--- src/rtl/hid_key_injector_if.sv ---
// Signal bundle between the MCU byte receiver / key-queue producer and the hid byte input.
// The master side drives MCU bytes and key pushes; the slave side is the injector.
interface hid_key_injector_if #(
  parameter int FIFO_DEPTH = 8
);
  logic                          mcu_strobe;
  logic                          mcu_start;
  logic [7:0]                    mcu_data;
  logic                          inj_valid;
  logic [6:0]                    inj_code;
  logic                          inj_ready;
  logic                          hid_strobe;
  logic                          hid_start;
  logic [7:0]                    hid_data;
  logic                          inj_busy;
  logic [$clog2(FIFO_DEPTH):0]   fifo_level;

  modport master (
    output mcu_strobe, mcu_start, mcu_data, inj_valid, inj_code,
    input  inj_ready, hid_strobe, hid_start, hid_data, inj_busy, fifo_level
  );

  modport slave (
    input  mcu_strobe, mcu_start, mcu_data, inj_valid, inj_code,
    output inj_ready, hid_strobe, hid_start, hid_data, inj_busy, fifo_level
  );
endinterface

--- src/rtl/hid_key_injector.sv ---
// Merges the unstallable MCU byte stream with locally queued key presses, emitting each key
// as a CMD 1 press packet, a hold time, a release packet and a gap, never splitting MCU packets.
module hid_key_injector #(
  parameter int          FIFO_DEPTH  = 8,
  parameter logic [15:0] HOLD_CYCLES = 16'd50000,
  parameter logic [15:0] GAP_CYCLES  = 16'd50000,
  parameter logic [7:0]  IDLE_GAP    = 8'd64
) (
  input  logic              clk,
  input  logic              reset_n,
  hid_key_injector_if.slave bus
);
  localparam int            AW         = $clog2(FIFO_DEPTH);
  localparam int            LW         = AW + 1;
  localparam logic [LW-1:0] FULL_LEVEL = LW'(FIFO_DEPTH);
  localparam logic [7:0]    KBD_CMD    = 8'h01;

  typedef enum logic [2:0] {
    IDLE, PRESS_CMD, PRESS_CODE, HOLD, REL_WAIT, REL_CMD, REL_CODE, GAP
  } state_t;

  state_t        state;
  logic [15:0]   wait_cnt;
  logic [6:0]    code;
  logic [6:0]    q_mem [FIFO_DEPTH];
  logic [AW-1:0] q_rd;
  logic [AW-1:0] q_wr;
  logic [LW-1:0] q_level;
  logic [LW-1:0] level_next;
  logic          ready;
  logic [8:0]    skid_mem [2];
  logic          skid_rd;
  logic          skid_wr;
  logic [1:0]    skid_cnt;
  logic          mcu_active;
  logic [7:0]    idle_cnt;
  logic          out_strobe;
  logic          out_start;
  logic [7:0]    out_data;
  logic          busy;
  logic          start_ok;
  logic          launch;
  logic          rel_go;
  logic          inj_first;
  logic          inj_emit;
  logic          push;
  logic          skid_push;
  logic          skid_pop;
  logic          idle_next;
  logic [7:0]    inj_byte;

  // Per-cycle arbitration: who owns the hid output and what every queue does this edge.
  always_comb begin
    start_ok   = !mcu_active && !bus.mcu_strobe && (skid_cnt == 2'd0);
    launch     = (state == IDLE) && (q_level != {LW{1'b0}}) && start_ok;
    rel_go     = (state == REL_WAIT) && start_ok;
    inj_first  = launch || rel_go;
    // The CMD/CODE burst is atomic: the CODE byte goes out unconditionally.
    inj_emit   = inj_first || (state == PRESS_CMD) || (state == REL_CMD);
    push       = bus.inj_valid && ready;
    skid_pop   = !inj_emit && (skid_cnt != 2'd0);
    skid_push  = bus.mcu_strobe && (inj_emit || (skid_cnt != 2'd0)) &&
                 ((skid_cnt != 2'd2) || skid_pop);
    level_next = q_level + LW'(push) - LW'(launch);
    idle_next  = ((state == IDLE) && !launch) || ((state == GAP) && (wait_cnt == 16'd0));
    case (state)
      PRESS_CMD: inj_byte = {1'b0, code};
      REL_CMD:   inj_byte = {1'b1, code};
      default:   inj_byte = KBD_CMD;
    endcase
  end

  // Key queue: popped when a press packet launches.
  always_ff @(posedge clk) begin
    if (!reset_n) begin
      q_rd    <= {AW{1'b0}};
      q_wr    <= {AW{1'b0}};
      q_level <= {LW{1'b0}};
      ready   <= 1'b1;
    end else begin
      if (push) begin
        q_mem[q_wr] <= bus.inj_code;
        q_wr        <= q_wr + AW'(1);
      end
      if (launch) begin
        q_rd <= q_rd + AW'(1);
      end
      q_level <= level_next;
      ready   <= (level_next != FULL_LEVEL);
    end
  end

  // Skid FIFO holding MCU bytes that collide with injector output or earlier skid bytes.
  always_ff @(posedge clk) begin
    if (!reset_n) begin
      skid_rd  <= 1'b0;
      skid_wr  <= 1'b0;
      skid_cnt <= 2'd0;
    end else begin
      if (skid_push) begin
        skid_mem[skid_wr] <= {bus.mcu_start, bus.mcu_data};
        skid_wr           <= !skid_wr;
      end
      if (skid_pop) begin
        skid_rd <= !skid_rd;
      end
      skid_cnt <= skid_cnt + {1'b0, skid_push} - {1'b0, skid_pop};
    end
  end

  // MCU packet tracking: a packet is open from its start byte until IDLE_GAP silent clocks.
  always_ff @(posedge clk) begin
    if (!reset_n) begin
      mcu_active <= 1'b0;
      idle_cnt   <= 8'd0;
    end else if (bus.mcu_strobe) begin
      idle_cnt <= IDLE_GAP;
      if (bus.mcu_start) begin
        mcu_active <= 1'b1;
      end
    end else if (idle_cnt > 8'd1) begin
      idle_cnt <= idle_cnt - 8'd1;
    end else begin
      idle_cnt   <= 8'd0;
      mcu_active <= 1'b0;
    end
  end

  // Key sequencer: press burst, hold, release burst, gap.
  always_ff @(posedge clk) begin
    if (!reset_n) begin
      state    <= IDLE;
      wait_cnt <= 16'd0;
      code     <= 7'd0;
    end else begin
      case (state)
        IDLE: begin
          if (launch) begin
            state <= PRESS_CMD;
            code  <= q_mem[q_rd];
          end
        end
        PRESS_CMD:  state <= PRESS_CODE;
        PRESS_CODE: begin
          state    <= HOLD;
          wait_cnt <= HOLD_CYCLES;
        end
        HOLD: begin
          if (wait_cnt == 16'd0) begin
            state <= REL_WAIT;
          end else begin
            wait_cnt <= wait_cnt - 16'd1;
          end
        end
        REL_WAIT: begin
          if (rel_go) begin
            state <= REL_CMD;
          end
        end
        REL_CMD:  state <= REL_CODE;
        REL_CODE: begin
          state    <= GAP;
          wait_cnt <= GAP_CYCLES;
        end
        GAP: begin
          if (wait_cnt == 16'd0) begin
            state <= IDLE;
          end else begin
            wait_cnt <= wait_cnt - 16'd1;
          end
        end
        default: state <= IDLE;
      endcase
    end
  end

  // Output register: injector first, then skid backlog, then live MCU byte.
  always_ff @(posedge clk) begin
    if (!reset_n) begin
      out_strobe <= 1'b0;
      out_start  <= 1'b0;
      out_data   <= 8'h00;
      busy       <= 1'b0;
    end else begin
      if (inj_emit) begin
        out_strobe <= 1'b1;
        out_start  <= inj_first;
        out_data   <= inj_byte;
      end else if (skid_cnt != 2'd0) begin
        out_strobe            <= 1'b1;
        {out_start, out_data} <= skid_mem[skid_rd];
      end else if (bus.mcu_strobe) begin
        out_strobe <= 1'b1;
        out_start  <= bus.mcu_start;
        out_data   <= bus.mcu_data;
      end else begin
        out_strobe <= 1'b0;
        out_start  <= 1'b0;
      end
      busy <= !idle_next || (level_next != {LW{1'b0}});
    end
  end

  assign bus.inj_ready  = ready;
  assign bus.hid_strobe = out_strobe;
  assign bus.hid_start  = out_start;
  assign bus.hid_data   = out_data;
  assign bus.inj_busy   = busy;
  assign bus.fifo_level = q_level;

endmodule

--- src/flat_wrapper.sv ---
// flat-port wrapper written by rule: the top's interface ports become plain ports
module hid_key_injector_flat 
#(
  parameter int          FIFO_DEPTH  = 8,
  parameter logic [15:0] HOLD_CYCLES = 16'd50000,
  parameter logic [15:0] GAP_CYCLES  = 16'd50000,
  parameter logic [7:0]  IDLE_GAP    = 8'd64
)
  (clk, reset_n, bus_mcu_strobe, bus_mcu_start, bus_mcu_data, bus_inj_valid, bus_inj_code, bus_inj_ready, bus_hid_strobe, bus_hid_start, bus_hid_data, bus_inj_busy, bus_fifo_level);
  hid_key_injector_if #(.FIFO_DEPTH(FIFO_DEPTH)) bus_i ();
  input  logic clk;
  input  logic reset_n;
  input wire logic [$bits(bus_i.mcu_strobe)-1:0] bus_mcu_strobe;
  input wire logic [$bits(bus_i.mcu_start)-1:0] bus_mcu_start;
  input wire logic [$bits(bus_i.mcu_data)-1:0] bus_mcu_data;
  input wire logic [$bits(bus_i.inj_valid)-1:0] bus_inj_valid;
  input wire logic [$bits(bus_i.inj_code)-1:0] bus_inj_code;
  output wire logic [$bits(bus_i.inj_ready)-1:0] bus_inj_ready;
  output wire logic [$bits(bus_i.hid_strobe)-1:0] bus_hid_strobe;
  output wire logic [$bits(bus_i.hid_start)-1:0] bus_hid_start;
  output wire logic [$bits(bus_i.hid_data)-1:0] bus_hid_data;
  output wire logic [$bits(bus_i.inj_busy)-1:0] bus_inj_busy;
  output wire logic [$bits(bus_i.fifo_level)-1:0] bus_fifo_level;
  assign bus_i.mcu_strobe = bus_mcu_strobe;
  assign bus_i.mcu_start = bus_mcu_start;
  assign bus_i.mcu_data = bus_mcu_data;
  assign bus_i.inj_valid = bus_inj_valid;
  assign bus_i.inj_code = bus_inj_code;
  assign bus_inj_ready = bus_i.inj_ready;
  assign bus_hid_strobe = bus_i.hid_strobe;
  assign bus_hid_start = bus_i.hid_start;
  assign bus_hid_data = bus_i.hid_data;
  assign bus_inj_busy = bus_i.inj_busy;
  assign bus_fifo_level = bus_i.fifo_level;
  hid_key_injector #(.FIFO_DEPTH(FIFO_DEPTH), .HOLD_CYCLES(HOLD_CYCLES), .GAP_CYCLES(GAP_CYCLES), .IDLE_GAP(IDLE_GAP)) u_core (.clk(clk), .reset_n(reset_n), .bus(bus_i));
endmodule
--- config.mk ---
export PLATFORM = sky130hd
export DESIGN_NAME = hid_key_injector_flat
export DESIGN_NICKNAME = d
export VERILOG_FILES = /design/src/rtl/hid_key_injector_if.sv /design/src/rtl/hid_key_injector.sv /design/src/flat_wrapper.sv
export SDC_FILE = /design/constraint.sdc
export NUM_CORES = 1
export LEC_CHECK = 0
export CORE_MARGIN = 1.5
export CORE_UTILIZATION = 50
export DETAILED_ROUTE_END_ITERATION = 10
export DONT_BUFFER_PORTS = 1
export HOLD_SLACK_MARGIN = 0.06
export PLACE_DENSITY_LB_ADDON = 0.2
export REMOVE_ABC_BUFFERS = 1
export SYNTH_ARGS = -nofsm -noshare
export SYNTH_HDL_FRONTEND = slang
export SYNTH_SLANG_ARGS = --single-unit
--- constraint.sdc ---
create_clock -name clk -period 3.8 [get_ports clk]
set_clock_uncertainty 0.15 [all_clocks]
set_input_delay 0.19 -clock clk [delete_from_list [all_inputs] [get_ports clk]]
set_output_delay 0.19 -clock clk [all_outputs]
set_load 0.02 [all_outputs]
## Word level (Yosys, flattened, before mapping)

Memories as Yosys holds them, arrays and structs flattened. A register that Yosys moved wholly into a read port is not among the register bits.
Index checks and enable logic that the tools add are counted.

- Magnitude comparators: 1
- Divide/modulo/power cells: 0
- Muxes and demuxes: 30
- Multiply operators: 0
- Add/sub/neg operators: 8
- Shift operators: 0
- Bitwise gates (word level): 2
- Reduce and logical (&&, ||, !) cells: 41
- Equal/unequal tests: 16

Operators by type and width:

| operator | number |
|---|---|
| $pmux W16 S2 | 1 |
| $mux W8 | 3 |
| $pmux W3 S8 | 1 |
| $mux W1 | 17 |
| $logic_not A16 Y1 | 1 |
| $mux W16 | 1 |
| $pmux W8 S2 | 1 |
| $sub A16 B1 Y16 const B | 1 |
| $mux W7 | 2 |
| $eq A3 B3 Y1 const B | 4 |
| $mux W3 | 4 |
| $logic_and A1 B1 Y1 | 11 |
| $gt A8 B1 Y1 const B | 1 |
| $logic_not A1 Y1 | 8 |
| $ne A2 B1 Y1 const B | 4 |
| $ne A2 B2 Y1 const B | 4 |
| $reduce_bool A4 Y1 | 2 |
| $sub A8 B1 Y8 const B | 1 |
| $logic_or A1 B1 Y1 | 7 |
| $add A3 B1 Y3 const B | 2 |
| $eq A3 B2 Y1 const B | 2 |
| $reduce_and A2 Y1 | 3 |
| $add A4 B1 Y4 | 1 |
| $ne A4 B4 Y1 const B | 1 |
| other kinds (12) | 15 |

- Logic and storage cells: 116
- Input port bits: 20
- Memories kept: 2
- Bits in latches: 0
- Output and inout bits: 16
- Flip-flop bits (word level): 54
- Bits in writable memories: 74
- Bits in read-only memories: 0

Memories:

| name | depth | width | rd ports | clocked after memory_dff | write ports | RTL line | text |
|---|---|---|---|---|---|---|---|
| u_core.q_mem | 8 | 7 | 1 | 1 | 1 | hid_key_injector.sv:25 | `logic [6:0] q_mem [FIFO_DEPTH];` |
| u_core.skid_mem | 2 | 9 | 1 | 1 | 1 | hid_key_injector.sv:31 | `logic [8:0] skid_mem [2];` |

## Longest topological paths before layout

- Depth after elaboration: 14
- Mapped depth: 13

## Worst setup path after synthesis

No wires, ideal clock.

- Kind: reg2reg
- From: register u_core.mcu_active
- To: register u_core.busy (netlist: u_core.bus.inj_busy)
- Cell stages (with the launch flop): 12
- Setup slack: 0.667 ns
- Arrival time: 2.858 ns
- Path through: dfxtp_1 -> or4_4 -> buf_6 -> nor3_4 -> buf_6 -> ha_1 -> inv_1 -> ha_1 -> inv_1 -> fa_1 -> nand2b_1 -> o41a_1

- Word-level cells in the longest chain between the ends: 9

RTL lines:

| element | RTL line | text |
|---|---|---|
| start: declaration | hid_key_injector.sv:35 | `logic mcu_active;` |
| start signal: assignment | hid_key_injector.sv:114 | `mcu_active <= 1'b0;` |
| start signal: assignment | hid_key_injector.sv:119 | `mcu_active <= 1'b1;` |
| start signal: assignment | hid_key_injector.sv:125 | `mcu_active <= 1'b0;` |
| $logic_not A1 Y1 * | hid_key_injector.sv:54 | `start_ok = !mcu_active && !bus.mcu_strobe && (skid_cnt == 2'd0);` |
| $logic_and A1 B1 Y1 * (2 in a row) | hid_key_injector.sv:54 |  |
| $logic_and A1 B1 Y1 * | hid_key_injector.sv:55 | `launch = (state == IDLE) && (q_level != {LW{1'b0}}) && start_ok;` |
| named net u_core.launch | hid_key_injector.sv:42 | `logic launch;` |
| parallel branches: the longest is 4 deep, another holds $sub A4 B1 Y4 | -- |  |
| $logic_or A1 B1 Y1 * | hid_key_injector.sv:200 | `busy <= !idle_next \|\| (level_next != {LW{1'b0}});` |
| end signal: assignment | hid_key_injector.sv:200 |  |
| end: declaration | hid_key_injector.sv:40 | `logic busy;` |

Mark *: on every way through the listed nets, which the timed path passes.
A chain may end at the register's enable or synchronous reset.

## Worst setup path in the final report

- From: register u_core.q_level[2] (netlist: u_core.bus.fifo_level[2])
- To: register u_core.busy (netlist: u_core.bus.inj_busy)

- Word-level cells in the longest chain between the ends: 8

RTL lines:

| element | RTL line | text |
|---|---|---|
| start: declaration | hid_key_injector.sv:28 | `logic [LW-1:0] q_level;` |
| start signal: assignment | hid_key_injector.sv:78 | `q_level <= {LW{1'b0}};` |
| start signal: assignment | hid_key_injector.sv:88 | `q_level <= level_next;` |
| parallel branches: the longest is 7 deep, another holds $add A4 B1 Y4 | -- |  |
| $logic_or A1 B1 Y1 * | hid_key_injector.sv:200 |  |

Mark *: on every way between the ends.

==> flow_summary_export.csv <==
group,metric,value,unit
worst_hold_path,hp-class,"in -> reg",
worst_hold_path,hp-start,"reset_n",
floorplan,die-area,12300,µm²
placement,port_buffers,0,
timing,fmax,336,MHz
routing,drc,0,
grt,grt_pass1_wl,18.6,mm
synthesis,synth_area_leaders,"edfxtp_1 (38%), dfxtp_1 (21%), mux4_2 (5.4%)",
timing,worst_pin_slew,1160,ps
power,finalPower,5.38,mW
worst_setup_path,r2r_start,"u_core.bus.fifo_level[2]$_SDFF_PN0_",
layout,nFillCells,917,
power,p_leak,2.38,nW
timing,period_share,0.783,
clock_tree,clock_latency,410,ps
routing,drt-pass1-iter-count,4,
clock_tree,clkTransAtPathRegs,60,ps
routing,antenna_left,0,
synthesis,synth.distinct_cells,54,
placement,place_congestion,0.782,
worst_setup_path,critPathKind,"reg -> reg",
layout,fin_nets,523,
synthesis,synth_top_area_frac,0.382,
timing,setup_violations,0,
synthesis,avgSynthCellArea,12.5,µm²
grt,grt_pass1_vias,3610,
clock_tree,htree_levels,4,
grt,antenna_found_initial,0,
timing,slew_headroom,0.223,
outcome,outcome,"finished clean",
floorplan,num_rows,39,
timing,timing.final.crit_period,2980,ps
clock_tree,cts-root-buf,"clkbuf_16",
layout,area_growth,15.5,%
run,cap_violations,0,
layout,final_util,0.590,
clock_tree,cts_buffers,17,
floorplan,start_util,0.511,
floorplan,ios,36,
grt,grtUsageTotal,0.198,
placement,placed_cells,594,
worst_setup_path,worstSetupStartpoint,"u_core.bus.fifo_level[2]$_SDFF_PN0_",
floorplan,fp.dieW,111,µm
worst_setup_path,cp-start-kind,"flop",
worst_setup_path,arrival,3120,ps
grt,grt_max_degree,50,
layout,seqCellArea,3460,µm²
layout,stdcell_count,647,
synthesis,synth-async-reset-ratio,0,
clock_tree,cts_max_path_buffers,2,
synthesis,synth_seq_cells,136,
routing,vias_per_cell,5.57,
synthesis,ys_warn_count,0,
timing,drv_slew,0,
timing,hold_ws,78.7,ps
synthesis,seq_area_frac_synth,0.596,
timing,setup_tns,0,ps
clock_tree,tritoncts,"done",
synthesis,synth_area,5810,µm²
routing,num_vias,3604,
synthesis,yosysMostFrequentCell,"edfxtp_1",
worst_setup_path,cp.required,3940,ps
routing,avgRoutedWirePerCell,17.3,µm
synthesis,synth_top_area_cell,"edfxtp_1",
worst_setup_path,path_max_fanout,2,
layout,antenna_cells,0,
clock_tree,cts_sinks,136,
layout,multi_input_area,2160,µm²
power,pwr_density_cell,802,nW/µm²
placement,hpwl,7.25,mm
power,peakVddDrop,0.450,mV
timing,rsz0062_at_grt,"false",
timing,hold_viol,0,
grt,grt.overflow.total,0,
floorplan,core,11400,µm²
floorplan,die_h,111,µm
routing,drt_iter0_drc,180,
worst_setup_path,cp-end-kind,"flop",
clock_tree,cts_setup_buffers,0,
routing,routed_wl,11.2,mm
synthesis,synth_common_cells,"edfxtp_1 (74), dfxtp_1 (62), nor2_1 (45)",
synthesis,synth_edf_count,74,
synthesis,netlist_instances,465,
synthesis,synthFlopType,"edfxtp_1",
layout,drive_gt1_frac,0.139,
[cell type report]
cell class,count,area share
Clock buffer,17,0.0634
Clock inverter,15,0.0190
Inverter,20,0.0112
Multi-Input combinational cell,287,0.322
Sequential cell,136,0.516
Tap cell,143,0.0267
Timing Repair Buffer,29,0.0418
[where the power goes]
group | internal [mW] | total (mW) | switching [mW]
sequential | 1.83 | 2.21 | 0.388
combinational | 0.742 | 1.65 | 0.905
clock | 0.898 | 1.52 | 0.622
[through the flow]
| step | area, µm² | setup WS (ps) |
|---|---|---|
| after CTS | 6710 | 799 |
| after global placement | 5940 | 941 |
| after floorplan | 5700 | 619 |
| final | 6710 | 824 |
| after detailed placement | 5940 | 872 |
| after global routing | 6710 | 671 |
[critical path: stages (launching register included)]
cell and delay, ps:
dfxtp_1 380, inv_1 100, ha_1 180, nor3b_1 450, nor3_4 70, ha_1 280
inv_1 60, ha_1 150, inv_1 50, fa_1 500, nand2b_1 90, o41a_1 410
[cell usage in the layout, fill, tap and decap left out, types with 7 or more instances in the layout]
cell / netlist / layout
dlygate4sd3_1: 0 / 20
nor2_1: 45 / 45
o211ai_1: 7 / 7
a21boi_0: 9 / 9
o21ai_0: 16 / 16
clkbuf_16: 0 / 17
nor3_1: 13 / 13
dfxtp_1: 62 / 62
mux4_2: 14 / 14
a21oi_1: 23 / 23
a211oi_1: 7 / 7
inv_1: 20 / 20
xnor2_1: 13 / 13
mux2i_1: 20 / 20
xor2_1: 13 / 13
buf_4: 0 / 8
ha_1: 11 / 11
edfxtp_1: 74 / 74
and2_1: 12 / 12
nand2_1: 17 / 17
[kinds of logic (layout without fill, tap and decap cells)]
kind of cell	after synthesis	count (layout)	synth area share
flops	136	136	0.596
simple gates	134	134	0.125
compound gates	81	81	0.0915
buf+inv	42	81	0.0323
mux	34	34	0.0887
xor+xnor	26	26	0.0392
fa+ha+maj	12	12	0.0271
[flip-flops by register name, indices dropped and copies added (netlist names), 2 cells and up, named ones only]
signal,count
u_core.bus.fifo_level,4
u_core.bus.hid_data,8
u_core.code,7
u_core.idle_cnt,8
u_core.q_mem,56
u_core.q_rd,3
u_core.q_wr,3
u_core.skid_cnt,2
u_core.skid_mem,18
u_core.state,3
u_core.wait_cnt,16
[timing repair]
item,in CTS,in global routing
gates resized for setup,0,0
hold buffers,21,0
endpoints found under the hold margin,136,0
[per-layer routing]
layer  global-route usage  vias up  share of wire
met5                    0        -              0
met1                0.265     1756           0.47
met3               0.0607       18          0.048
met2                0.292       73           0.47
li1                     -     1757              -
met4               0.0991        0          0.018
[worst paths after layout]
| check | endpoint | slack [ps] | depth (start not counted) |
|---|---|---|---|
| setup reg to reg | u_core.bus.inj_busy$_SDFF_PN0_ | 820 | 11 |
| hold reg to reg | u_core.idle_cnt[0]$_SDFF_PP0_ | 350 | 1 |
| setup / recovery | u_core.bus.inj_busy$_SDFF_PN0_ | 820 | 11 |
| hold / removal | u_core.q_mem[7][1]$_DFFE_PP_ | 80 | 2 |
Power figures use the tool's default switching activity.
